[src/rtl/rsa_link_pkg.sv]
// Shared types and constants for the RSA accelerator byte-serial register link master.
package rsa_link_pkg;

  typedef enum logic [2:0] {
    S_IDLE,
    S_SEND_CMD,
    S_SEND_DATA,
    S_WAIT_RSP,
    S_DONE
  } state_e;

  localparam int CMD_ADDR_BIT  = 0;
  localparam int CMD_WRITE_BIT = 1;

  typedef enum logic [1:0] {
    ST_OK      = 2'b00,
    ST_RX_ERR  = 2'b01,
    ST_TIMEOUT = 2'b10
  } status_e;

  function automatic logic [7:0] make_cmd(input logic write, input logic addr);
    logic [7:0] cmd;
    cmd                = 8'h00;
    cmd[CMD_ADDR_BIT]  = addr;
    cmd[CMD_WRITE_BIT] = write;
    return cmd;
  endfunction

endpackage

[src/rtl/rsa_link_timer.sv]
// Read-response watchdog: counts cycles while enabled and flags the terminal count.
module rsa_link_timer #(
  parameter int TIMEOUT_CYCLES = 1_000_000,
  parameter int CNT_W          = $clog2(TIMEOUT_CYCLES)
) (
  input  logic clk,
  input  logic reset_n,
  input  logic clear,
  input  logic enable,
  output logic expired
);

  localparam logic [CNT_W-1:0] TERMINAL = CNT_W'(TIMEOUT_CYCLES - 1);

  logic [CNT_W-1:0] count_q, count_d;

  assign expired = (count_q == TERMINAL);

  always_comb begin
    count_d = count_q;
    if (clear) begin
      count_d = '0;
    end else if (enable && !expired) begin
      count_d = count_q + 1'b1;
    end
  end

  always_ff @(posedge clk or negedge reset_n) begin
    if (!reset_n) count_q <= '0;
    else          count_q <= count_d;
  end

endmodule

[src/rtl/rsa_link_master.sv]
// Host-side initiator: register request -> command(+data) bytes on TX, one response byte from RX.
// Optional read-response timeout enabled by defining RSA_LINK_TIMEOUT_EN.
module rsa_link_master
  import rsa_link_pkg::*;
#(
  parameter int TIMEOUT_CYCLES = 1_000_000,
  parameter int CNT_W          = $clog2(TIMEOUT_CYCLES)
) (
  input  logic       clk,
  input  logic       reset_n,
  input  logic       req_valid,
  output logic       req_ready,
  input  logic       req_write,
  input  logic       req_addr,
  input  logic [7:0] req_wdata,
  output logic       rsp_valid,
  output logic [7:0] rsp_data,
  output logic [1:0] rsp_status,
  output logic       tx_valid,
  output logic [7:0] tx_data,
  input  logic       tx_ready,
  input  logic       rx_valid,
  input  logic [7:0] rx_data,
  input  logic       rx_error,
  output logic       rx_ready,
  output logic [7:0] stray_cnt,
  output logic       busy
);

  state_e     state_q, state_d;
  status_e    status_q, status_d;
  logic [7:0] cmd_q, cmd_d;
  logic [7:0] wdata_q, wdata_d;
  logic [7:0] rsp_data_q, rsp_data_d;
  logic [7:0] stray_q, stray_d;
  logic       live_q;
  logic       rx_accept;
  logic       timed_out;

`ifdef RSA_LINK_TIMEOUT_EN
  rsa_link_timer #(
    .TIMEOUT_CYCLES (TIMEOUT_CYCLES),
    .CNT_W          (CNT_W)
  ) u_timer (
    .clk     (clk),
    .reset_n (reset_n),
    .clear   (state_q != S_WAIT_RSP),
    .enable  (state_q == S_WAIT_RSP),
    .expired (timed_out)
  );
`else
  logic unused_cfg;
  assign unused_cfg = ^{TIMEOUT_CYCLES, CNT_W};
  assign timed_out  = 1'b0;
`endif

  // live_q keeps both ready outputs low while reset is held and for the release edge.
  assign rx_ready   = live_q;
  assign rx_accept  = rx_valid && live_q;
  assign req_ready  = live_q && (state_q == S_IDLE);
  assign tx_valid   = (state_q == S_SEND_CMD) || (state_q == S_SEND_DATA);
  assign rsp_valid  = (state_q == S_DONE);
  assign busy       = (state_q != S_IDLE);
  assign rsp_data   = rsp_data_q;
  assign rsp_status = status_q;
  assign stray_cnt  = stray_q;

  always_comb begin
    tx_data = 8'h00;
    if (state_q == S_SEND_CMD)  tx_data = cmd_q;
    if (state_q == S_SEND_DATA) tx_data = wdata_q;
  end

  // NOTE: every always_comb output gets a default first, so no path can infer a latch.
  always_comb begin
    state_d    = state_q;
    status_d   = status_q;
    cmd_d      = cmd_q;
    wdata_d    = wdata_q;
    rsp_data_d = rsp_data_q;
    stray_d    = stray_q;

    if (rx_accept && (state_q != S_WAIT_RSP) && (stray_q != 8'hFF)) begin
      stray_d = stray_q + 8'd1;
    end

    unique case (state_q)
      S_IDLE: begin
        if (req_valid && req_ready) begin
          cmd_d      = make_cmd(req_write, req_addr);
          wdata_d    = req_wdata;
          rsp_data_d = 8'h00;
          status_d   = ST_OK;
          state_d    = S_SEND_CMD;
        end
      end
      S_SEND_CMD: begin
        if (tx_ready) state_d = cmd_q[CMD_WRITE_BIT] ? S_SEND_DATA : S_WAIT_RSP;
      end
      S_SEND_DATA: begin
        if (tx_ready) state_d = S_DONE;
      end
      S_WAIT_RSP: begin
        // A beat in the terminal-count cycle takes priority over the timeout.
        if (rx_accept) begin
          rsp_data_d = rx_data;
          status_d   = rx_error ? ST_RX_ERR : ST_OK;
          state_d    = S_DONE;
        end else if (timed_out) begin
          rsp_data_d = 8'h00;
          status_d   = ST_TIMEOUT;
          state_d    = S_DONE;
        end
      end
      S_DONE:  state_d = S_IDLE;
      default: state_d = S_IDLE;
    endcase
  end

  // NOTE: state registers use non-blocking assignments so all flops update from pre-edge values.
  always_ff @(posedge clk or negedge reset_n) begin
    if (!reset_n) begin
      state_q    <= S_IDLE;
      status_q   <= ST_OK;
      cmd_q      <= 8'h00;
      wdata_q    <= 8'h00;
      rsp_data_q <= 8'h00;
      stray_q    <= 8'h00;
      live_q     <= 1'b0;
    end else begin
      state_q    <= state_d;
      status_q   <= status_d;
      cmd_q      <= cmd_d;
      wdata_q    <= wdata_d;
      rsp_data_q <= rsp_data_d;
      stray_q    <= stray_d;
      live_q     <= 1'b1;
    end
  end

endmodule
[config.mk]
export PLATFORM = sky130hd
export DESIGN_NAME = rsa_link_master
export DESIGN_NICKNAME = d
export VERILOG_FILES = /design/src/rtl/rsa_link_pkg.sv /design/src/rtl/rsa_link_timer.sv /design/src/rtl/rsa_link_master.sv
export SDC_FILE = /design/constraint.sdc
export NUM_CORES = 1
export LEC_CHECK = 0
export ABC_CLOCK_PERIOD_IN_PS = 3500
export BUFFER_PORTS_ARGS = -buffer_cell sky130_fd_sc_hd__buf_2
export CAP_MARGIN = 20
export CELL_PAD_IN_SITES_DETAIL_PLACEMENT = 0
export CELL_PAD_IN_SITES_GLOBAL_PLACEMENT = 1
export CORE_UTILIZATION = 38
export CTS_CLUSTER_SIZE = 28
export DETAILED_ROUTE_END_ITERATION = 10
export PLACE_DENSITY_LB_ADDON = 0.1
export SLEW_MARGIN = 25
export SYNTH_ARGS = -nofsm -noshare
export SYNTH_HDL_FRONTEND = slang
export SYNTH_SLANG_ARGS = --single-unit
export TNS_END_PERCENT = 50
[constraint.sdc]
create_clock -name clk -period 3.5 [get_ports clk]
set_clock_uncertainty 0.05 [all_clocks]
set_input_delay 0 -clock clk [delete_from_list [all_inputs] [get_ports clk]]
set_output_delay 0 -clock clk [all_outputs]
set_load 0.02 [all_outputs]
==> key figures <==
Die
  • Core area: 3660 um^2
  • Initial core utilization: 39.8%
  • Row count: 22
  • Die width: 64.0 um
  • Die footprint: 4090 um^2
  • Die height: 64.0 um
  • Top Ports: 55

Routing
  • Post-route DRC: 0
  • Vias: 1,257
  • Detailed Route WL: 3170 um
  • Routed len/inst: 11.8 um
  • Pre-antenna DRT Iters: 4
  • 1st-iter DRT viols: 29
  • Vias/cell: 4.69
  • Post-route ant nets: 0

Yosys
  • Most frequently used flop master after synthesis: dfrtp_1
  • Post-synth EDFFs: 0
  • Netlist cell types: 34
  • Async S/R FF share, synth: 100%
  • Warnings from Yosys: 0
  • Post-synthesis cell area: 1460 um^2
  • Syn Inst Count: 143
  • Register area share after synthesis: 53.2%
  • Average size of a mapped cell: 10.2 um^2
  • Seq cells post-synth: 31
  • Syn Nets: 168

Placed design
  • Routability cong.: 0.745
  • DP Worst Slack: 1.53 ns
  • Number of port buffers: 53
  • Dpl hpwl: 2200 um

Power and ir drop
  • Total power: 1.53 mW
  • Sw frac: 39.5%
  • Pwr Density: 739 nW/um^2
  • IR drop worst, VDD: 0.469 mV
  • Lkg Pwr: 1.03 nW
  • Combinational power share: 41.6%
  • Psw: 0.605 mW
  • Internal power: 0.925 mW
  • Sequential power share: 40.1%
  • Clk pwr share: 18.3%

STA
  • Setup TNS: 0 ns
  • Fin crit share: 54.9%
  • RSZ-0062 raised after global routing: no
  • Min Hold Slack: 0.205 ns
  • Slew headroom: 54.0%
  • Max Slew Vio Count: 0
  • Hold Fails Final Rpt: 0
  • Setup ws final: 1.58 ns
  • FMAX: 0.521 GHz
  • Slew @ Worst Pin: 0.690 ns
  • Post-layout min period: 1.92 ns
  • Final setup viols: 0

Global routing
  • Total grt overflow: 0
  • First-pass GRT wire length: 5420 um
  • Gr usage total: 17.5%
  • Vias in the first global route: 1,222
  • Initial antenna violation count: 0
  • Largest net degree at the start of global routing: 32

Layout
  • NumNets Final: 245
  • Share of layout cells above drive strength 1: 35.5%
  • Ant. Diodes: 0
  • Synthesis-to-finish area growth: 41.9%

Clocking
  • Htree depth: 2
  • CTS Buf Count: 5
  • Clk sinks: 31
  • Skew-Pair Late Insertion Delay: 0.28 ns
  • Clock transition at the registers of the reported paths: 0.06 ns
  • CTS tree: built
  • Root buffer cell: clkbuf_8
  • PostCTS Resize Cnt: 0
  • Max Buffers Root-to-Sink: 2

Run
  • Max-cap violations: 0

Worst setup path
  • Crit path DAT: 2.08 ns
  • CP max FO: 14
  • Req. time, crit path: 3.66 ns
  • Kind of start point of the critical path: register
  • Critical Path End Type: register
  • Critical path type: reg -> reg

Status
  • Outcome: complete, no violations

Hold path
  • Hold Path Class: in -> reg
## routing by layer
layer | vias up | share of wire, % | track usage, %
met5 | - | 0 | 0
met4 | 0 | 1.9 | 7.67
met3 | 6 | 6.2 | 4.82
met2 | 40 | 43 | 26.7
met1 | 575 | 49 | 23.0
li1 | 636 | - | -
## cell type report
type	count	area [um^2]
clock inverters	1	5.00
fillers	337	1590
clock buffers	6	82.6
multi-input cells	104	644
flip-flops and latches	31	776
repair buffers	76	495
inverters	2	7.51
well taps	48	60.1
## cell families after synthesis
family,synth area share [%]
and+or+nand+nor,22.0
DFF,53.2
AOI/OAI and AO/OA,8.83
muxes,9.26
buffers and inverters,2.92
xor gates and xnor gates,2.40
other,0.515
adders and majority gates,0.857
## critical path: stages (launching register included)
cell     delay [ns]
dfrtp_1        0.51
and3b_1        0.38
or4_4          0.58
nor3_2         0.18
xor2_1         0.15
## state kept, by name (all words and copies together), names as in the netlist
name,flops
wdata_q,8
cmd_q,2
stray_cnt,8
rsp_status,1
rx_ready,1
rsp_data,8
state_q,3
## power by group through the flow
stage / clock network, mW / registers [mW] / logic, mW
4_1_cts: 0.295 / 0.615 / 0.645
3_3_place_gp: 0 / 0.613 / 0.610
2_1_floorplan: 0 / 0.654 / 0.392
3_5_place_dp: 0 / 0.622 / 0.620
6_report: 0.280 / 0.614 / 0.636
5_1_grt: 0.310 / 0.642 / 0.702
## through the flow
stage          std cells  area [um^2]  util [%]
2_1_floorplan        143         1460         -
3_3_place_gp         238         1750      47.8
3_5_place_dp         238         1750      47.8
4_1_cts              268         2070      56.5
5_1_grt              268         2070      56.6
6_report             268         2070      56.6
## Yosys cell counts (3+ instances only)
library cell / n / share of area, %
nor2b_1: 3 / 1.3
a21oi_1: 5 / 1.7
xor2_1: 3 / 1.8
nor3b_1: 3 / 1.5
nor2_1: 11 / 2.8
and2_1: 6 / 2.6
clkbuf_1: 3 / 0.77
dfrtp_1: 31 / 53
o21ai_0: 10 / 3.4
nand2_1: 26 / 6.7
mux2_2: 12 / 9.3
## placed cells by master, fill, tap and decap left out, drive strengths merged, types with 3 or more instances in the layout
| cell | count |
|---|---|
| and2 | 6 |
| nor2 | 11 |
| buf | 53 |
| nor3b | 3 |
| o21ai | 11 |
| dfrtp | 31 |
| xor2 | 3 |
| clkbuf | 6 |
| nand2 | 27 |
| a21oi | 5 |
| nor2b | 3 |
| dlygate4sd3 | 23 |
| mux2 | 12 |
## path summary, 6_finish.rpt
kind | startpoint | endpoint | slack [ns] | cells after the start
hold / removal | req_valid | state_q[0]$_DFFE_PN0P_ | 0.20 | 5
hold reg to reg | rsp_data[1]$_DFFE_PN0P_ | rsp_data[1]$_DFFE_PN0P_ | 0.43 | 2
setup / recovery | state_q[0]$_DFFE_PN0P_ | stray_cnt[7]$_DFFE_PN0P_ | 1.58 | 4
setup reg to reg | state_q[0]$_DFFE_PN0P_ | stray_cnt[7]$_DFFE_PN0P_ | 1.58 | 4
min in group asynchronous | reset_n | rsp_data[5]$_DFFE_PN0P_ | 0.25 | 2
max in group asynchronous | reset_n | wdata_q[1]$_DFFE_PN0P_ | 2.70 | 2
## what timing repair did
item	4_1_cts	5_1_grt
buffers inserted	0	0
hold buffers	23	0
hold endpoints to repair	52	0
Note: power is estimated with default switching activity, not from simulation.
